--- src/rtl/stump_control.sv ---
// Stump processor control unit: fetch/execute/memory sequencer and
// instruction decoder driving the register file, ALU, shifter and memory strobes.
module stump_control (
    input  logic        clk,
    input  logic        rst,
    input  logic [3:0]  cc,
    input  logic [15:0] ir,
    output logic        fetch,
    output logic        execute,
    output logic        memory,
    output logic        ext_op,
    output logic        reg_write,
    output logic [2:0]  dest,
    output logic [2:0]  srcA,
    output logic [2:0]  srcB,
    output logic [1:0]  shift_op,
    output logic        opB_mux_sel,
    output logic [2:0]  alu_func,
    output logic        cc_en,
    output logic        mem_ren,
    output logic        mem_wen
);

    typedef enum logic [1:0] {
        FETCH   = 2'b00,
        EXECUTE = 2'b01,
        MEMORY  = 2'b10
    } state_t;

    localparam logic [2:0] OP_LDST = 3'b110;
    localparam logic [2:0] OP_BCC  = 3'b111;
    localparam logic [2:0] PC_REG  = 3'd7;

    state_t state, next_state;

    logic [2:0] op;
    logic       imm_type;
    logic       s_bit;
    logic [2:0] dst;
    logic [2:0] reg_a;
    logic [2:0] reg_b;
    logic [1:0] sh;
    logic [3:0] cond;
    logic       flag_n, flag_z, flag_v, flag_c;
    logic       taken;

    assign op       = ir[15:13];
    assign imm_type = ir[12];
    assign s_bit    = ir[11];
    assign dst      = ir[10:8];
    assign reg_a    = ir[7:5];
    assign reg_b    = ir[4:2];
    assign sh       = ir[1:0];
    assign cond     = ir[11:8];
    assign {flag_n, flag_z, flag_v, flag_c} = cc;

    always_ff @(posedge clk or posedge rst) begin
        if (rst)
            state <= FETCH;
        else
            state <= next_state;
    end

    always_comb begin
        taken = 1'b0;
        case (cond)
            4'h0: taken = 1'b1;
            4'h1: taken = 1'b0;
            4'h2: taken = ~flag_c & ~flag_z;
            4'h3: taken = flag_c | flag_z;
            4'h4: taken = ~flag_c;
            4'h5: taken = flag_c;
            4'h6: taken = ~flag_z;
            4'h7: taken = flag_z;
            4'h8: taken = ~flag_v;
            4'h9: taken = flag_v;
            4'hA: taken = ~flag_n;
            4'hB: taken = flag_n;
            4'hC: taken = (flag_n == flag_v);
            4'hD: taken = (flag_n != flag_v);
            4'hE: taken = ~flag_z & (flag_n == flag_v);
            4'hF: taken = flag_z | (flag_n != flag_v);
            default: taken = 1'b0;
        endcase
    end

    always_comb begin
        next_state  = state;
        fetch       = 1'b0;
        execute     = 1'b0;
        memory      = 1'b0;
        ext_op      = 1'b0;
        reg_write   = 1'b0;
        dest        = '0;
        srcA        = '0;
        srcB        = '0;
        shift_op    = '0;
        opB_mux_sel = 1'b0;
        alu_func    = '0;
        cc_en       = 1'b0;
        mem_ren     = 1'b0;
        mem_wen     = 1'b0;

        case (state)
            FETCH: begin
                next_state  = EXECUTE;
                fetch       = 1'b1;
                mem_ren     = 1'b1;
                reg_write   = 1'b1;
                dest        = PC_REG;
                srcA        = PC_REG;
                opB_mux_sel = 1'b1;
            end
            EXECUTE: begin
                next_state = (op == OP_LDST) ? MEMORY : FETCH;
                execute    = 1'b1;
                if (op == OP_BCC) begin
                    srcA        = PC_REG;
                    dest        = PC_REG;
                    opB_mux_sel = 1'b1;
                    ext_op      = 1'b1;
                    reg_write   = taken;
                end else begin
                    // LD/ST shares the ALU operand decode but only forms an address
                    srcA = reg_a;
                    if (op != OP_LDST) begin
                        alu_func  = op;
                        dest      = dst;
                        reg_write = 1'b1;
                        cc_en     = s_bit;
                    end
                    if (imm_type) begin
                        opB_mux_sel = 1'b1;
                        ext_op      = 1'b1;
                    end else begin
                        srcB     = reg_b;
                        shift_op = sh;
                    end
                end
            end
            MEMORY: begin
                next_state = FETCH;
                memory     = 1'b1;
                if (s_bit) begin
                    mem_wen = 1'b1;
                    srcA    = dst;
                end else begin
                    mem_ren   = 1'b1;
                    reg_write = 1'b1;
                    dest      = dst;
                end
            end
            default: next_state = FETCH;
        endcase
    end

endmodule

--- config.mk ---
export PLATFORM = sky130hd
export DESIGN_NAME = stump_control
export DESIGN_NICKNAME = d
export VERILOG_FILES = /design/src/rtl/stump_control.sv
export SDC_FILE = /design/constraint.sdc
export NUM_CORES = 1
export LEC_CHECK = 0
export ABC_AREA = 1
export BUFFER_PORTS_ARGS = -buffer_cell sky130_fd_sc_hd__buf_2
export CAP_MARGIN = 20
export CORE_MARGIN = 5
export CORE_UTILIZATION = 40
export CTS_BUF_LIST = sky130_fd_sc_hd__clkbuf_4 sky130_fd_sc_hd__clkbuf_8
export DETAILED_ROUTE_END_ITERATION = 10
export MAX_ROUTING_LAYER = met4
export PLACE_DENSITY_LB_ADDON = 0.05
export SLEW_MARGIN = 20
export SYNTH_ARGS = -nofsm -noshare
export SYNTH_HDL_FRONTEND = slang
export SYNTH_SLANG_ARGS = --single-unit
--- constraint.sdc ---
create_clock -name clk -period 1.8 [get_ports clk]
set_clock_uncertainty 0.1 [all_clocks]
set_input_delay 0.09 -clock clk [delete_from_list [all_inputs] [get_ports clk]]
set_output_delay 0.09 -clock clk [all_outputs]
set_load 0.02 [all_outputs]
==> results.rst, run 1 <==
.. list-table::
   :header-rows: 1

   * - Metric
     - Value
   * - Number of hold violations in the final report
     - 0
   * - Number of routed nets with antenna violations
     - 0
   * - Maximum number of pins on one net before global-route repair
     - 10
   * - Fillcell total
     - around 140
   * - Core occupancy in the finished layout
     - 62.52%
   * - Synth Cell Area
     - between 500 and 600 sq um
   * - Final worst path period need
     - 1.634 ns
   * - Category of the most critical setup path
     - reg -> out
   * - Power density normalized to cell area
     - approximately 1200 nW/um^2
   * - Vias after detailed routing
     - between 800 and 900
   * - DP Wirelength
     - 1450 um
   * - Total setup buffers inserted after CTS
     - 0
   * - Floorplan die height
     - about 46 um
   * - Syn Inst Count
     - roughly 110
   * - GRT Resource Usage Total
     - 17.45%
   * - Worst EP required
     - 1.61 ns
   * - Max-Slew Margin vs Limit
     - about four fifths
   * - Vias per std cell
     - between 4 and 5
   * - Family with the most delay on the worst path
     - flip-flops
   * - Synthesized Nets
     - between 100 and 150
   * - Unique masters post-synth
     - 19
   * - Number of buffer cells added on primary ports
     - 44
   * - Row count
     - 13
   * - Slew @ Worst Pin
     - between 0.2 and 0.3 ns
   * - GPL Wtd Cong
     - 0.8693
   * - Sequential element share of the synthesized area
     - around a tenth
   * - Register with the most flip-flops
     - state
   * - Clock transition at path regs
     - 0.03 ns
   * - Multi-input combinational cell area
     - between 300 and 400 sq um
   * - Max FFs per register
     - 2
   * - Setup TNS
     - 0 ns
   * - Post-synthesis sequential element count
     - 2
   * - Number of warnings printed during yosys synthesis
     - 0
   * - Inserted Clock Buffers
     - 3
   * - Count of routing violations after the opening detailed-route iteration
     - 9
   * - Insertion delay of the later-clocked pin in the worst-skew pair
     - between 0.2 and 0.25 ns
   * - Starting density of the core
     - about two fifths
   * - DR WL/cell
     - between 10 and 15 um
   * - Regs by FF count
     - state: 2 flops
   * - Diodes inserted
     - 0
   * - Max-slew violations
     - 0
   * - Critical R2R Launch
     - state[1]$_DFF_PP0_
   * - Total congestion overflow
     - 0
   * - Maximum count of clock buffers along a single path
     - 2
   * - Cell at the root of the clock tree
     - sky130_fd_sc_hd__clkbuf_4
   * - Number of design rule violations left after detail routing
     - 0
   * - Max Cap Viol
     - 0
   * - Worst hold path class
     - in -> reg
   * - Top Ports
     - 45
   * - Largest stage delay on the critical path
     - approximately 0.45 ns
   * - Core box area
     - about 1300 sq um
   * - Critical-path cell list
     - nor2_4 -> inv_4 -> a21oi_4 -> o21ai_1 -> nand2_1 -> buf_2
   * - Final net count
     - between 150 and 200
   * - Critical path buffer and inverter count
     - 2
   * - Chip Width
     - between 40 and 50 um
   * - Final setup violation count
     - 0
   * - H-tree depth
     - 1
   * - Leakage power total
     - 0.0005002 uW
   * - Arrival time worst endpoint
     - 1.44 ns
   * - Wire length of the first global-routing pass
     - 2753 um
   * - Result of the run
     - complete, no violations
   * - RSZ-0062 raised after global routing
     - false
   * - Worst setup path startpoint
     - state[1]$_DFF_PP0_
   * - Max frequency
     - about 600 MHz
   * - Clk sinks
     - 2
   * - Worst path slowest cell
     - sky130_fd_sc_hd__dfrtp_1
   * - Average instance area after synthesis
     - around 4.9 sq um
   * - Peak ir drop on the vdd network
     - 0.0009291 V
   * - DR pass1 iterations
     - 4
   * - Die ar.
     - between 2000 and 2500 sq um
   * - Layout Area Growth over Synthesis
     - 49.88%
   * - Crit end category
     - primary output
   * - Hold Path Origin
     - ir[13]
   * - Antenna violations before repair
     - 0
   * - Fraction of final layout cells with drive strength greater than 1
     - between 30% and 40%
   * - Crit share post-route
     - between 90% and 100%
   * - Total wire length
     - approximately 1700 um
   * - CTS tree
     - done
   * - Highest fanout seen on the critical path
     - 9
   * - Kind of start point of the critical path
     - register
   * - Sequential cell area
     - approximately 50 sq um
   * - Via count of the first global-routing pass
     - roughly 660
-- cells in the mapped netlist --
master	count	area share, %
sky130_fd_sc_hd__nand2_1	35	25
sky130_fd_sc_hd__nor2_1	19	13
sky130_fd_sc_hd__inv_1	13	9.2
sky130_fd_sc_hd__inv_2	8	5.7
sky130_fd_sc_hd__o21ai_0	8	7.6
sky130_fd_sc_hd__nand3_1	6	5.7
sky130_fd_sc_hd__o21ai_1	4	3.8
sky130_fd_sc_hd__nor3_1	3	2.8
sky130_fd_sc_hd__dfrtp_1	2	9.5
sky130_fd_sc_hd__o311ai_1	2	3.3
sky130_fd_sc_hd__a21oi_1	1	0.94
sky130_fd_sc_hd__a21oi_2	1	1.7
sky130_fd_sc_hd__a21oi_4	1	3.1
sky130_fd_sc_hd__buf_4	1	1.4
sky130_fd_sc_hd__inv_4	1	1.2
sky130_fd_sc_hd__nand2_2	1	1.2
sky130_fd_sc_hd__nor2_2	1	1.2
sky130_fd_sc_hd__nor2_4	1	2.1
sky130_fd_sc_hd__o31ai_1	1	1.4
-- worst register-to-register path, cell delays in order, from the launching register on --
cell                      delay (ns)
sky130_fd_sc_hd__dfrtp_1        0.45
sky130_fd_sc_hd__nor2_4         0.26
sky130_fd_sc_hd__inv_4          0.09
sky130_fd_sc_hd__nor2_1         0.11
-- cell families after synthesis --
family | synth area share [%]
AOI/OAI and AO/OA | 21.75
and+or+nand+nor | 51.30
DFF | 9.457
buffers and inverters | 17.50
-- placed cells by master (no fill, tap or decap), types with 2 or more instances in the layout --
cell type                   n
sky130_fd_sc_hd__clkbuf_4   3
sky130_fd_sc_hd__o21ai_0    8
sky130_fd_sc_hd__nor3_1     3
sky130_fd_sc_hd__buf_2     44
sky130_fd_sc_hd__nor2_1    19
sky130_fd_sc_hd__dfrtp_1    2
sky130_fd_sc_hd__inv_2      8
sky130_fd_sc_hd__o311ai_1   2
sky130_fd_sc_hd__nand2_1   35
sky130_fd_sc_hd__inv_1     13
sky130_fd_sc_hd__o21ai_1    4
sky130_fd_sc_hd__nand3_1    6
-- final timing paths --
check	end	slack, ns	cells after the start
max	dest[0]	0.17	6
min	state[1]$_DFF_PP0_	0.06	4
max reg2reg	state[1]$_DFF_PP0_	0.72	3
min reg2reg	state[0]$_DFF_PP0_	0.50	1
max in group asynchronous	state[0]$_DFF_PP0_	1.30	3
min in group asynchronous	state[1]$_DFF_PP0_	0.18	3
-- power by group --
part	internal (uW)	switching (uW)	total (uW)
sequential	58.7	20.9	79.7
clock	73.6	25.1	98.7
combinational	236	501	737
-- routing by layer --
layer  wire length [um]  vias to the layer above  GRT usage (%)
met5                  0                        -              -
met4                  0                        0          2.273
met3                208                        0          3.125
met2                771                       33          29.12
met1                769                      330          22.25
li1                   -                      438              -
-- area by class of cell --
| cell class | instances | area share [%] |
|---|---|---|
| Clock buffer | 3 | 2.839 |
| Multi-Input combinational cell | 84 | 48.74 |
| Tap cell | 15 | 2.366 |
| Timing Repair Buffer | 45 | 29.02 |
| Inverter | 22 | 10.73 |
| Sequential cell | 2 | 6.309 |
-- per-stage QoR --
step,setup WS [ns],total power (uW),instance area [sq um],hold slack (ns),std cells
after detailed placement,0.4063,816.8,760.7,-0.1578,167
final,0.1664,915.0,793.3,0.06040,171
after global routing,0.06707,997.8,793.3,0.1004,171
after global placement,0.4514,805.4,760.7,-0.1619,167
after floorplan,0.2230,582.1,529.3,-0.2688,109
after CTS,0.1677,920.5,793.3,0.06405,171
-- what timing repair did --
item	CTS	global route
gates resized for setup	0	0
hold endpoints to repair	2	0
hold buffers	1	0
(Power assumes the default switching activity.)
==> inputs of run 2 (changes only) <==
- CORE_MARGIN: 5 -> 1.5
==> results.rst, run 2 (synthesized netlist as in run 1, its figures left out) <==
.. list-table::
   :header-rows: 1

   * - Metric
     - Value
   * - Maximum number of pins on one net before global-route repair
     - 10
   * - Total setup buffers inserted after CTS
     - 0
   * - Worst hold path class
     - in -> reg
   * - Commonest cells after routing, fill and taps aside
     - 44 x sky130_fd_sc_hd__buf_2, 35 x sky130_fd_sc_hd__nand2_1, 19 x sky130_fd_sc_hd__nor2_1
   * - H-tree depth
     - 1
   * - Maximum count of clock buffers along a single path
     - 2
   * - Register with the most flip-flops
     - state
   * - Number of routed nets with antenna violations
     - 0
   * - Vias per std cell
     - roughly 4.8
   * - GPL Wtd Cong
     - 0.8408
   * - Arrival time worst endpoint
     - ~1.4 ns
   * - Total congestion overflow
     - 0
   * - Leakage power total
     - 0.0005002 uW
   * - Layout Area Growth over Synthesis
     - 49.65%
   * - Crit end category
     - primary output
   * - Worst Setup Slack, final
     - 0.1905 ns
   * - Diodes inserted
     - 0
   * - Die ar.
     - between 1500 and 2000 sq um
   * - Max Cap Viol
     - 0
   * - Setup TNS
     - 0 ns
   * - DP Wirelength
     - around 1300 um
   * - Wire length of the first global-routing pass
     - roughly 2300 um
   * - Core box area
     - about 1200 sq um
   * - Power consumption
     - 906.1 uW
   * - Clock transition at path regs
     - approximately 0.03 ns
   * - Post-placement cell count
     - 166
   * - Final net count
     - 180
   * - Post-CTS sizing
     - 0
   * - Total non-filler cell area in the finished layout
     - between 700 and 800 sq um
   * - Vias after detailed routing
     - between 800 and 900
   * - RSZ-0062 raised after global routing
     - false
   * - Met2 usage in global routing
     - ~36%
   * - Final cell count without fillers
     - 170
   * - GR Layer Usage met1
     - between 20% and 30%
   * - Final worst path period need
     - between 1.5 and 2 ns
   * - Insertion delay of the later-clocked pin in the worst-skew pair
     - roughly 0.22 ns
   * - Post-placement worst setup slack
     - around 0.42 ns
   * - Max frequency
     - 621.3 MHz
   * - Max-Slew Margin vs Limit
     - 80.92%
   * - Number of buffer cells added on primary ports
     - 44
   * - Fillcell total
     - around 120
   * - Most common cell after layout, fill and taps aside
     - sky130_fd_sc_hd__buf_2
   * - Total wire length
     - approximately 1500 um
   * - Max-slew violations
     - 0
   * - Clk sinks
     - 2
   * - Worst EP required
     - roughly 1.6 ns
   * - Critical R2R Launch
     - state[1]$_DFF_PP0_
   * - Power density normalized to cell area
     - around 1100 nW/um^2
   * - Starting density of the core
     - about 45%
   * - Result of the run
     - complete, no violations
   * - Peak ir drop on the vdd network
     - between 0.001 and 0.0015 V
   * - Hold Path Origin
     - ir[13]
   * - DR WL/cell
     - ~9 um
   * - Worst setup path startpoint
     - state[1]$_DFF_PP0_
   * - Met3 capacity usage during global routing
     - under 10%
   * - Hold bufs inserted after CTS
     - 1
   * - Inserted Clock Buffers
     - 3
   * - Regs by FF count
     - state: 2 flops
   * - Max FFs per register
     - 2
   * - Number of design rule violations left after detail routing
     - 0
   * - Cell at the root of the clock tree
     - sky130_fd_sc_hd__clkbuf_4
   * - CTS tree
     - done
   * - Area of placed instances
     - approximately 760 sq um
   * - Top Ports
     - 45
   * - Chip Width
     - around 39 um
   * - Via count of the first global-routing pass
     - roughly 590
   * - Slew @ Worst Pin
     - roughly 0.28 ns
   * - Floorplan die height
     - between 30 and 40 um
   * - Count of routing violations after the opening detailed-route iteration
     - 29
   * - Kind of start point of the critical path
     - register
   * - Antenna violations before repair
     - 0
   * - Final setup violation count
     - 0
   * - Row count
     - 12
   * - Crit share post-route
     - about nine tenths
   * - Number of hold violations in the final report
     - 0
   * - GRT Resource Usage Total
     - a little over a fifth
   * - Category of the most critical setup path
     - reg -> out
   * - Layer with the highest usage
     - met2
   * - Highest fanout seen on the critical path
     - 9
   * - Fraction of final layout cells with drive strength greater than 1
     - between 30% and 40%
   * - DR pass1 iterations
     - 4
-- run 2: cell counts in the layout (fill, tap and decap cells not counted) --
Identical to the previous run, type by type.
-- run 2: stage by stage --
step	hold WS [ns]	utilization (%)
2_1_floorplan	-0.2688	-
3_3_place_gp	-0.1603	64.85
3_5_place_dp	-0.1597	64.85
4_1_cts	0.06188	67.63
5_1_grt	0.1091	67.63
6_report	0.06748	67.63
-- run 2: area by class of cell --
cell class,count,area (sq um),share of cell area [%]
Tap cell,14,17.52,2.212
Clock buffer,3,22.52,2.844
Inverter,22,85.08,10.74
Timing Repair Buffer,45,230.2,29.07
Sequential cell,2,50.05,6.319
Multi-Input combinational cell,84,386.6,48.82
-- run 2: path summary, 6_finish.rpt --
check,to,slack [ns],cells past startpoint
min in group asynchronous,state[1]$_DFF_PP0_,0.17,3
worst max-delay path,dest[1],0.19,6
worst min register to register,state[0]$_DFF_PP0_,0.48,1
worst max register to register,state[1]$_DFF_PP0_,0.74,3
max in group asynchronous,state[0]$_DFF_PP0_,1.31,3
worst min-delay path,state[1]$_DFF_PP0_,0.07,4
-- run 2: worst max-delay path, stage by stage (launching register included) --
cell and delay (ns):
sky130_fd_sc_hd__dfrtp_1 0.44, sky130_fd_sc_hd__nor2_4 0.25, sky130_fd_sc_hd__inv_4 0.08, sky130_fd_sc_hd__a21oi_4 0.13, sky130_fd_sc_hd__o21ai_1 0.08, sky130_fd_sc_hd__nand2_1 0.05
sky130_fd_sc_hd__buf_2 0.15
-- run 2: power by group --
part           switching, uW  internal, uW  total [uW]
Clock                   24.5          73.5        98.0
Combinational            494           236         730
Sequential              19.2          58.8        78.0
-- run 2: routing by layer --
layer,up-vias,share of wire [%],routed length [um]
met2,38,44,669
li1,438,-,-
met1,334,46,700
met3,0,11,163
met5,-,0,0
met4,0,0,0
==> inputs of run 3 (changes only) <==
==> constraint.sdc (replaced) <==
create_clock -name clk -period 1.8 [get_ports clk]
set_clock_uncertainty 0.1 [all_clocks]
set_input_delay 0.45 -clock clk [delete_from_list [all_inputs] [get_ports clk]]
set_output_delay 0.45 -clock clk [all_outputs]
set_load 0.02 [all_outputs]
==> results.rst, run 3 <==
.. list-table::
   :header-rows: 1

   * - Metric
     - Value
   * - Top Ports
     - 45
   * - Post-placement worst setup slack
     - -0.1042 ns
   * - Ys async rst share
     - 100.0%
   * - Antenna violations before repair
     - 0
   * - Area contributors post-synth
     - sky130_fd_sc_hd__nand2_1 25%, sky130_fd_sc_hd__nor2_1 13%, sky130_fd_sc_hd__dfrtp_1 9.5%
   * - Cell at the root of the clock tree
     - sky130_fd_sc_hd__clkbuf_4
   * - Chip Width
     - around 39 um
   * - Type of pin the worst path ends at
     - primary output
   * - Most frequently used cell type in the post-synthesis netlist
     - sky130_fd_sc_hd__nand2_1
   * - Clk sinks
     - 2
   * - Maximum number of pins on one net before global-route repair
     - 9
   * - Post-synthesis sequential element count
     - 2
   * - Number of buffer cells added on primary ports
     - 44
   * - Step where the flow halted
     - global routing (5_1_grt)
   * - Synthesized Nets
     - ~130
   * - Area leader, netlist
     - sky130_fd_sc_hd__nand2_1
   * - Dominant register cell in the synthesized netlist
     - sky130_fd_sc_hd__dfrtp_1
   * - Maximum count of clock buffers along a single path
     - 2
   * - H-tree depth
     - 1
   * - Starting density of the core
     - between 40% and 50%
   * - Inserted Clock Buffers
     - 3
   * - First logged error message
     - [ERROR DPL-0033] detailed placement checks failed during check placement.
   * - Number of warnings printed during yosys synthesis
     - 0
   * - Syn Inst Count
     - 109
   * - DP Wirelength
     - 1385 um
   * - Area of placed instances
     - 887.1 sq um
   * - GPL Wtd Cong
     - approximately 0.9
   * - Average instance area after synthesis
     - between 4 and 5 sq um
   * - Share of the synthesized area in the top cell type
     - 24.82%
   * - Endpoint with the least setup slack after the last global-route repair
     - reg_write
   * - Number of synthesized flops with an enable pin
     - 0
   * - Floorplan die height
     - between 30 and 40 um
   * - Sequential element share of the synthesized area
     - 9.456%
   * - Row count
     - 12
   * - Unique masters post-synth
     - 19
   * - Result of the run
     - stopped before the end
   * - Top cell types by occurrence after synthesis
     - 35 x sky130_fd_sc_hd__nand2_1, 19 x sky130_fd_sc_hd__nor2_1, 13 x sky130_fd_sc_hd__inv_1, 8 x sky130_fd_sc_hd__inv_2, 8 x sky130_fd_sc_hd__o21ai_0
   * - Synth Cell Area
     - ~530 sq um
-- run 3: cell counts after synthesis --
Identical to the previous run, type by type.
-- run 3: metrics by stage --
| stage | instances | hold WS, ns | TNS, ns | utilization [%] |
|---|---|---|---|---|
| floorplan | 109 | 0.09118 | -0.2992 | - |
| global placement | 181 | 0.1951 | -0.1941 | 75.75 |
| detailed placement | 181 | 0.2035 | -0.4762 | 75.75 |
| CTS | 188 | 0.5224 | -0.6406 | 84.19 |
-- run 3: logic make-up after synthesis --
logic type             after synthesis  share of synthesized area (%)
buffers and inverters               23                          17.50
DFF                                  2                          9.457
and+or+nand+nor                     66                          51.30
AOI/OAI and AO/OA                   18                          21.75
-- run 3: repair_timing --
| action | 4_1_cts |
|---|---|
| endpoints found under the setup margin | 14 |
| endpoints found under the hold margin | 2 |
| buffers inserted | 3 |
| resized for setup | 18 |
| hold buffers | 1 |
| pin swaps | 3 |
==> inputs of run 4 (changes only) <==
- CORE_AREA: not set -> 2 2 63 65
- CORE_MARGIN: 1.5 -> not set
- CORE_UTILIZATION: 40 -> not set
- CTS_BUF_LIST: sky130_fd_sc_hd__clkbuf_4 sky130_fd_sc_hd__clkbuf_8 -> not set
- DIE_AREA: not set -> 0 0 65 67
- MAX_ROUTING_LAYER: met4 -> not set
- PLACE_DENSITY_LB_ADDON: 0.05 -> 0.15
==> results.rst, run 4 (synthesized netlist as in run 1, its figures left out) <==
.. list-table::
   :header-rows: 1

   * - Metric
     - Value
   * - Result of the run
     - finished with violations
   * - Clock transition at path regs
     - about 0.03 ns
   * - Leakage power total
     - between 0.0006 and 0.0007 uW
   * - Highest fanout seen on the critical path
     - 5
   * - RSZ-0062 raised after global routing
     - true
   * - CTS tree
     - done
   * - Number of routed nets with antenna violations
     - 0
   * - Peak ir drop on the vdd network
     - approximately 0.00036 V
   * - Die ar.
     - between 4000 and 5000 sq um
   * - Insertion delay of the later-clocked pin in the worst-skew pair
     - 0.21 ns
   * - Commonest cells after routing, fill and taps aside
     - 32 x sky130_fd_sc_hd__nand2_1, 25 x sky130_fd_sc_hd__buf_4, 19 x sky130_fd_sc_hd__buf_6
   * - H-tree depth
     - 1
   * - Count of routing violations after the opening detailed-route iteration
     - 36
   * - Vias after detailed routing
     - ~900
   * - Final worst path period need
     - 1.862 ns
   * - Multi-input combinational cell area
     - approximately 520 sq um
   * - Maximum number of pins on one net before global-route repair
     - 9
   * - Chip Width
     - between 60 and 70 um
   * - Number of design rule violations left after detail routing
     - 0
   * - Vias per std cell
     - ~4
   * - Most common cell after layout, fill and taps aside
     - sky130_fd_sc_hd__nand2_1
   * - Worst EP required
     - 1.25 ns
   * - Via count of the first global-routing pass
     - 817
   * - Wire length of the first global-routing pass
     - around 3400 um
   * - Final net count
     - 200
   * - Fillcell total
     - 410
   * - Post-placement worst setup slack
     - -0.1596 ns
   * - Max FFs per register
     - 2
   * - DP Wirelength
     - roughly 1700 um
   * - Worst hold path class
     - in -> async
   * - Fraction of final layout cells with drive strength greater than 1
     - roughly three fifths
   * - Max-Slew Margin vs Limit
     - between 80% and 90%
   * - Starting density of the core
     - between 10% and 20%
   * - DR pass1 iterations
     - 4
   * - DR WL/cell
     - between 9 and 10 um
   * - Floorplan die height
     - 67 um
   * - Arrival time worst endpoint
     - ~1.3 ns
   * - Regs by FF count
     - state: 2 flops
   * - Max Cap Viol
     - 0
   * - Power consumption
     - roughly 1400 uW
   * - Cell at the root of the clock tree
     - sky130_fd_sc_hd__clkbuf_8
   * - Number of hold violations in the final report
     - 0
   * - Violated checks
     - negative setup slack
   * - Diodes inserted
     - 0
   * - Number of buffer cells added on primary ports
     - 44
   * - Crit end category
     - primary output
   * - Crit share post-route
     - 103.4%
   * - Final setup violation count
     - 13
   * - Row count
     - 22
   * - Final-layout worst hold slack
     - 0.5278 ns
   * - Max-slew violations
     - 0
   * - Slew @ Worst Pin
     - ~0.23 ns
   * - Register with the most flip-flops
     - state
   * - Top Ports
     - 45
   * - Worst Setup Slack, final
     - -0.06184 ns
   * - Maximum count of clock buffers along a single path
     - 2
   * - Category of the most critical setup path
     - reg -> out
   * - Power density normalized to cell area
     - roughly 1100 nW/um^2
   * - GPL Wtd Cong
     - approximately 0.78
   * - Antenna violations before repair
     - 0
   * - Inserted Clock Buffers
     - 3
   * - Register-to-Register Setup Slack
     - around 0.83 ns
   * - Worst R2R Path Depth
     - 3
   * - Setup TNS
     - -0.5275 ns
   * - Max frequency
     - 537.1 MHz
   * - Total wire length
     - roughly 2100 um
   * - Core box area
     - about 3600 sq um
   * - Kind of start point of the critical path
     - register
   * - Total congestion overflow
     - 0
   * - Sequential cell area
     - between 50 and 60 sq um
   * - Layout Area Growth over Synthesis
     - 150.1%
   * - Clk sinks
     - 2
   * - GRT Resource Usage Total
     - approximately a tenth
-- run 4: stage by stage --
stage | area (sq um) | std cells | util [%]
3_5_place_dp | 937.1 | 216 | 25.99
3_3_place_gp | 937.1 | 216 | 25.99
2_1_floorplan | 544.3 | 109 | -
5_1_grt | 1324 | 224 | 36.71
4_1_cts | 1186 | 223 | 32.89
6_report | 1324 | 224 | 36.71
-- run 4: final cells by class --
class | count | share of cell area [%]
Timing Repair Buffer | 65 | 40.93
Multi-Input combinational cell | 84 | 39.60
Inverter | 22 | 7.940
Tap cell | 48 | 4.537
Sequential cell | 2 | 3.875
Clock buffer | 3 | 3.119
-- run 4: worst max-delay path: stages, from the launching register on --
cell and delay [ns]:
sky130_fd_sc_hd__dfrtp_2 0.42, sky130_fd_sc_hd__inv_2 0.07, sky130_fd_sc_hd__nor2_2 0.12, sky130_fd_sc_hd__inv_2 0.07
sky130_fd_sc_hd__o311ai_2 0.23, sky130_fd_sc_hd__buf_4 0.19
-- run 4: layer usage --
metal | vias up | share of wire (%) | track usage (%)
li1 | 476 | - | -
met1 | 395 | 43 | 11.86
met2 | 35 | 48 | 17.91
met3 | 2 | 8.1 | 1.520
met4 | 0 | 0.84 | 3.191
met5 | - | 0 | 0
-- run 4: repair_timing --
action                                  4_1_cts  5_1_grt
setup buffers                                 3        1
endpoints found under the setup margin       13       19
gates cloned                                  0        0
pin swaps                                    14       14
resized for setup                            56       36
endpoints found under the hold margin         2        0
hold buffers                                  1        0
-- run 4: final timing paths --
kind                                     from                  to
setup / recovery           state[1]$_DFF_PP0_             srcA[1]
hold / removal                            rst  state[0]$_DFF_PP0_
max in group asynchronous                 rst  state[1]$_DFF_PP0_
min in group clk                       ir[13]  state[1]$_DFF_PP0_
setup reg to reg           state[0]$_DFF_PP0_  state[0]$_DFF_PP0_
hold reg to reg            state[1]$_DFF_PP0_  state[0]$_DFF_PP0_
-- run 4: power breakdown --
| group | internal (uW) | switching (uW) |
|---|---|---|
| logic | 534 | 635 |
| registers | 59.2 | 17.4 |
| clock network | 142 | 39.3 |
